--- config.mk ---
export PLATFORM = sky130hd
export DESIGN_NAME = dbg_frame_tx
export DESIGN_NICKNAME = d
export VERILOG_FILES = /design/src/rtl/dbg_uart_pkg.sv /design/src/rtl/uart_tx_byte.sv /design/src/rtl/dbg_frame_tx.sv
export SDC_FILE = /design/constraint.sdc
export NUM_CORES = 1
export LEC_CHECK = 0
export ABC_AREA = 1
export CAP_MARGIN = 40
export CELL_PAD_IN_SITES_DETAIL_PLACEMENT = 1
export CELL_PAD_IN_SITES_GLOBAL_PLACEMENT = 1
export CORE_ASPECT_RATIO = 1.25
export CORE_MARGIN = 2
export CORE_UTILIZATION = 42
export DETAILED_ROUTE_END_ITERATION = 10
export PLACE_DENSITY_LB_ADDON = 0.1
export SLEW_MARGIN = 15
export SYNTH_ARGS = -nofsm -noshare
export SYNTH_HDL_FRONTEND = slang
export SYNTH_SLANG_ARGS = --single-unit
export TNS_END_PERCENT = 100
--- constraint.sdc ---
create_clock -name clk -period 5.75 [get_ports clk]
set_input_delay 0.8625 -clock clk [delete_from_list [all_inputs] [get_ports clk]]
set_output_delay 0.8625 -clock clk [all_outputs]
set_load 0.03 [all_outputs]
--- src/rtl/dbg_uart_pkg.sv ---
// Shared types, frame geometry and checksum helper for the debug UART transmit path.
// CHK is the two's complement of the payload byte sum; the sync byte is excluded.
package dbg_uart_pkg;

   typedef enum logic [1:0] {IDLE, SEND, DONE} frame_state_t;
   typedef enum logic [1:0] {B_IDLE, B_START, B_DATA, B_STOP} byte_state_t;

   localparam int         FRAME_BYTES   = 14;
   localparam int         PAYLOAD_BYTES = 12;
   localparam logic [7:0] DEFAULT_SYNC  = 8'hA5;

   function automatic logic [7:0] calc_chk(input logic [8*PAYLOAD_BYTES-1:0] payload);
      logic [7:0] sum;
      sum = 8'h00;
      for (int i = 0; i < PAYLOAD_BYTES; i++) begin
         sum = sum + payload[8*i +: 8];
      end
      return 8'h00 - sum;
   endfunction

endpackage

--- src/rtl/uart_tx_byte.sv ---
// Single-byte 8N1 serialiser, LSB first; TX drops one cycle after byte_valid is taken.
// byte_ready is high when idle and in the last stop-bit cycle, so a held byte follows with no gap.
module uart_tx_byte
   import dbg_uart_pkg::*;
#(
   parameter int CLKS_PER_BIT = 4
) (
   input  logic       clk,
   input  logic       rst,
   input  logic       byte_valid,
   output logic       byte_ready,
   input  logic [7:0] byte_data,
   output logic       TX
);

   localparam int CW = $clog2(CLKS_PER_BIT);

   byte_state_t   r_state;
   logic [CW-1:0] r_clk_cnt;
   logic [2:0]    r_bit_idx;
   logic [7:0]    r_shift;
   logic          r_tx;
   logic          w_bit_end;

   assign w_bit_end  = (r_clk_cnt == CW'(CLKS_PER_BIT - 1));
   assign byte_ready = (r_state == B_IDLE) || ((r_state == B_STOP) && w_bit_end);
   assign TX         = r_tx;

   always_ff @(posedge clk) begin
      if (!rst) begin
         r_state   <= B_IDLE;
         r_clk_cnt <= '0;
         r_bit_idx <= '0;
         r_shift   <= '0;
         r_tx      <= 1'b1;
      end else begin
         r_clk_cnt <= w_bit_end ? '0 : r_clk_cnt + CW'(1);
         case (r_state)
            B_IDLE: begin
               r_clk_cnt <= '0;
               if (byte_valid) begin
                  r_state <= B_START;
                  r_shift <= byte_data;
                  r_tx    <= 1'b0;
               end
            end
            B_START: if (w_bit_end) begin
               r_state   <= B_DATA;
               r_bit_idx <= '0;
               r_tx      <= r_shift[0];
            end
            B_DATA: if (w_bit_end) begin
               if (r_bit_idx == 3'd7) begin
                  r_state <= B_STOP;
                  r_tx    <= 1'b1;
               end else begin
                  // the bit on the line is r_shift[0]; the next one is r_shift[1]
                  r_bit_idx <= r_bit_idx + 3'd1;
                  r_shift   <= {1'b0, r_shift[7:1]};
                  r_tx      <= r_shift[1];
               end
            end
            B_STOP: if (w_bit_end) begin
               if (byte_valid) begin
                  r_state <= B_START;
                  r_shift <= byte_data;
                  r_tx    <= 1'b0;
               end else begin
                  r_state <= B_IDLE;
               end
            end
            default: r_state <= B_IDLE;
         endcase
      end
   end

endmodule

--- src/rtl/dbg_frame_tx.sv ---
// Debug bus snapshot framer: SYNC, addr, rdata, wdata (MSB byte first), CHK as 14 back-to-back 8N1 bytes.
// Start bit one cycle after accept; snap_ready only in IDLE, so snapshots wait while a frame is on the line.
module dbg_frame_tx
   import dbg_uart_pkg::*;
#(
   parameter int         CLK_FREQ  = 100000000,
   parameter int         BAUD      = 115200,
   parameter logic [7:0] SYNC_BYTE = DEFAULT_SYNC
) (
   input  logic        clk,
   input  logic        rst,
   input  logic        snap_valid,
   output logic        snap_ready,
   input  logic [31:0] snap_addr,
   input  logic [31:0] snap_rdata,
   input  logic [31:0] snap_wdata,
   output logic        TX,
   output logic        busy,
   output logic [15:0] frame_cnt
);

   localparam int         CLKS_PER_BIT = CLK_FREQ / BAUD;
   localparam logic [3:0] CHK_IDX      = 4'(FRAME_BYTES - 1);
   localparam logic [3:0] END_IDX      = 4'(FRAME_BYTES);

   frame_state_t r_state;
   logic [95:0]  r_snap;
   logic [7:0]   r_chk;
   logic [3:0]   r_byte_idx;
   logic         r_busy;
   logic [15:0]  r_frame_cnt;
   logic         w_accept;
   logic         w_byte_vld;
   logic         w_byte_rdy;
   logic [7:0]   w_byte_dat;

   assign snap_ready = (r_state == IDLE) && rst;
   assign w_accept   = snap_valid && snap_ready;
   // SYNC is handed over in the accept cycle itself so the start bit leaves one cycle later
   assign w_byte_vld = w_accept || (rst && (r_state == SEND) && (r_byte_idx != END_IDX));
   assign busy       = r_busy;
   assign frame_cnt  = r_frame_cnt;

   always_comb begin
      w_byte_dat = SYNC_BYTE;
      if (r_byte_idx == CHK_IDX) begin
         w_byte_dat = r_chk;
      end else if (r_byte_idx != 4'd0) begin
         w_byte_dat = r_snap[95:88];
      end
   end

   always_ff @(posedge clk) begin
      if (!rst) begin
         r_state     <= IDLE;
         r_snap      <= '0;
         r_chk       <= '0;
         r_byte_idx  <= '0;
         r_busy      <= 1'b0;
         r_frame_cnt <= '0;
      end else begin
         case (r_state)
            IDLE: if (w_accept) begin
               r_snap     <= {snap_addr, snap_rdata, snap_wdata};
               r_chk      <= calc_chk({snap_addr, snap_rdata, snap_wdata});
               r_byte_idx <= 4'd1;
               r_busy     <= 1'b1;
               r_state    <= SEND;
            end
            SEND: if (w_byte_rdy) begin
               // ready with nothing left to hand over is the final stop-bit cycle of CHK
               if (r_byte_idx == END_IDX) begin
                  r_state <= DONE;
               end else begin
                  r_byte_idx <= r_byte_idx + 4'd1;
                  r_snap     <= {r_snap[87:0], 8'h00};
               end
            end
            DONE: begin
               r_state     <= IDLE;
               r_busy      <= 1'b0;
               r_byte_idx  <= '0;
               r_frame_cnt <= r_frame_cnt + 16'd1;
            end
            default: r_state <= IDLE;
         endcase
      end
   end

   uart_tx_byte #(
      .CLKS_PER_BIT(CLKS_PER_BIT)
   ) u_tx_byte (
      .clk       (clk),
      .rst       (rst),
      .byte_valid(w_byte_vld),
      .byte_ready(w_byte_rdy),
      .byte_data (w_byte_dat),
      .TX        (TX)
   );

endmodule

==> flow_summary.json <==
{
  "outcome": "finished, final reports clean",
  "rows": 62,
  "fp.coreArea_um2": 23000,
  "setup_tns_ps": 0,
  "drv_cap": 0,
  "final_nets": 1586,
  "slew_headroom_pct": 46.1,
  "cts.clk_slew.worst_paths_ps": 70,
  "antenna_found_initial": 0,
  "die-area_um2": 24800,
  "finalCritPeriodShare_pct": 89.8,
  "cts.path.max_buffers": 2,
  "post-cts-setup-buffer-count": 0,
  "initial_core_util_pct": 42.9,
  "routed_via_density": 4.95,
  "clock_latency_ps": 430,
  "hold_viol_final": 0,
  "die_y_um": 175,
  "portBuffers": 117,
  "gp_congestion": 0.834,
  "netlist_area_um2": 9880,
  "wirelength_mm": 27.3,
  "yosys.cell_types.count": 39,
  "p_int_uw": 3150,
  "synthArstFlopShare_pct": 0,
  "ys_seq_area_share_pct": 30.6,
  "cts_tree": "yes",
  "worstRegToRegCells": 10,
  "antenna_left": 0,
  "start_kind": "primary input",
  "syn_inst": 1309,
  "dr.pass1.iters": 4,
  "synthFlopType": "dfxtp_1",
  "grt_pass1_vias": 8729,
  "synth_top_area_share_pct": 30.6,
  "swShare_pct": 44.8,
  "die_x_um": 141,
  "final_common_cell": "inv_1",
  "critPathSlowestCell": "fa_1",
  "synth-seq-cells": 151,
  "drt_iter0_drc": 325,
  "areaGrowthSynthToFinish_pct": 18.6,
  "maxSlewViolCount": 0,
  "htreeDepth": 4,
  "p_leak_uw": 0.00500,
  "path_class": "primary input to register",
  "critPathMostFrequentCell": "nand2_1",
  "ys_warn_count": 0,
  "post_cts_resized": 0,
  "synth_area_leaders": "dfxtp_1, fa_1, inv_1",
  "cts_made_buffers": 17,
  "avgSynthCellArea_um2": 7.55,
  "grt_overflow": 0,
  "clock-sinks": 151,
  "finalClockSkew_ps": 11.1,
  "worstMarginPinSlew_ps": 808,
  "cp.arrival_ps": 5480,
  "p_sw_uw": 2560,
  "grt_pass1_wl_mm": 44.6,
  "hpwl_mm": 20.7,
  "drt-wirelength-per-cell_um": 16.1,
  "drive_above_1_share_pct": 9.83,
  "peakVddDrop_mv": 0.250,
  "totalPowerFinal_uw": 5700,
  "cp_max_fo": 6,
  "rsz0062_at_grt": "false",
  "grt_max_degree": 83,
  "p_per_area_nw_per_um2": 486,
  "crit_path_end_kind": "register",
  "pwr-share-clk_pct": 19.5,
  "diodes": 0,
  "cts-hold-fix-buffers": 0,
  "yosysTopAreaCell": "dfxtp_1",
  "critical_path.max_stage_delay_ps": 560,
  "finalCriticalPeriod_ps": 5160,
  "layout_common_cells": "inv_1, nand2_1, dfxtp_1",
  "io_pins": 118,
  "combinationalPowerShare_pct": 52.4,
  "grt.total_usage_pct": 22.9,
  "critical_path_required_ps": 6070,
  "synth_edf_count": 0,
  "drcViolationCount": 0,
  "vias": 8376,
  "clock-root-buffer": "clkbuf_16",
  "setup_violations": 0,
  "hold_path.class": "register to register",
  "hold_depth": 2,
  "seq_power_share_pct": 28.0,
  "max_freq_ghz": 0.194,
  "synth_nets": 1503,
  "worstPathCellList": "clkdlybuf4s50_1, inv_1, fa_1, inv_1, fa_1, inv_1, fa_1, fa_1, inv_1, fa_1, inv_1, ha_1, nand2_1, nor3_1, nor2_1, inv_1, nand2_1, nand2_1, nand2_1, nand2_1, nand2_1, nand2_1, a21oi_1"
}
## area by class of cell
cell class / count / area (um2)
Fill cell: 2866 / 11300
Multi-Input combinational cell: 786 / 5320
Sequential cell: 151 / 3020
Timing Repair Buffer: 126 / 1280
Inverter: 310 / 1160
Clock buffer: 18 / 439
Tap cell: 288 / 360
Clock inverter: 13 / 134
## worst max-delay path, delay by kind of cell
family,cells,cell delay [ps]
adders and majority gates,6,3040
buffers and inverters,7,820
and+or+nand+nor,9,670
AOI/OAI and AO/OA,1,50
## kinds of logic (layout without fill, tap and decap cells)
logic type      Yosys count  after routing  synth area share, %
fa+ha+maj                95             95                 16.7
flops                   151            151                 30.6
compound gates          370            370                 22.4
simple gates            303            303                 12.9
buf+inv                 372            467                 15.8
xor+xnor                 18             18                 1.60
## power by group through the flow
stage | clock network (uW) | logic (uW) | registers (uW)
6_report | 1110 | 2990 | 1600
5_1_grt | 1190 | 3440 | 1640
4_1_cts | 1140 | 3030 | 1600
3_5_place_dp | 0 | 2980 | 1620
3_3_place_gp | 0 | 2840 | 1600
2_1_floorplan | 0 | 2380 | 1570
## per-layer routing
metal  vias up  part of all wire, %  GRT usage, %
li1       4232                    -             -
met1      3991                   42          26.6
met2       118                   53          43.2
met3        35                  2.1          3.22
met4         0                  2.4          6.96
met5         -                    0             0
## cell usage after synthesis (2+ instances only)
library cell and number:
nand3_1 30, nand3b_1 5, xor2_1 10, o21ai_1 88, ha_1 33, xnor2_1 8, nand2_1 193, nand3_2 3
a21oi_1 55, fa_1 62, o21ai_0 127, nor2_1 54, buf_1 4, nor3_1 5, or2_2 2, o21ai_2 5
a21oi_2 80, a22oi_1 5, buf_6 20, buf_2 8, dfxtp_1 151, inv_1 309, nand4_1 5, clkbuf_1 30
o22ai_1 3
## registers in the layout, summed over array words and instances (netlist names)
register / count
frame_cnt: 16
r_chk: 8
u_tx_byte.r_bit_idx: 3
r_snap: 96
u_tx_byte.r_clk_cnt: 10
busy: 1
u_tx_byte.TX: 1
u_tx_byte.r_shift: 8
r_byte_idx: 4
u_tx_byte.r_state: 2
r_state: 2
## through the flow
step	util, %	hold WS (ps)	instances	setup WS (ps)	instance area (um2)
after floorplan	-	418	1309	963	9880
after global placement	48.2	430	1659	302	11100
after detailed placement	48.4	440	1661	200	11100
after CTS	50.9	450	1692	603	11700
after global routing	50.9	464	1692	282	11700
final	50.9	447	1692	587	11700
## worst paths after layout
path	start	endpoint	slack (ps)
worst min-delay path	r_snap[82]	r_snap[82]	450
worst max register to register	r_state[1]	r_snap[11]	2280
worst min register to register	r_snap[82]	r_snap[82]	450
worst max-delay path	snap_wdata[13]	r_chk[7]	590
Power figures use the tool's default switching activity.
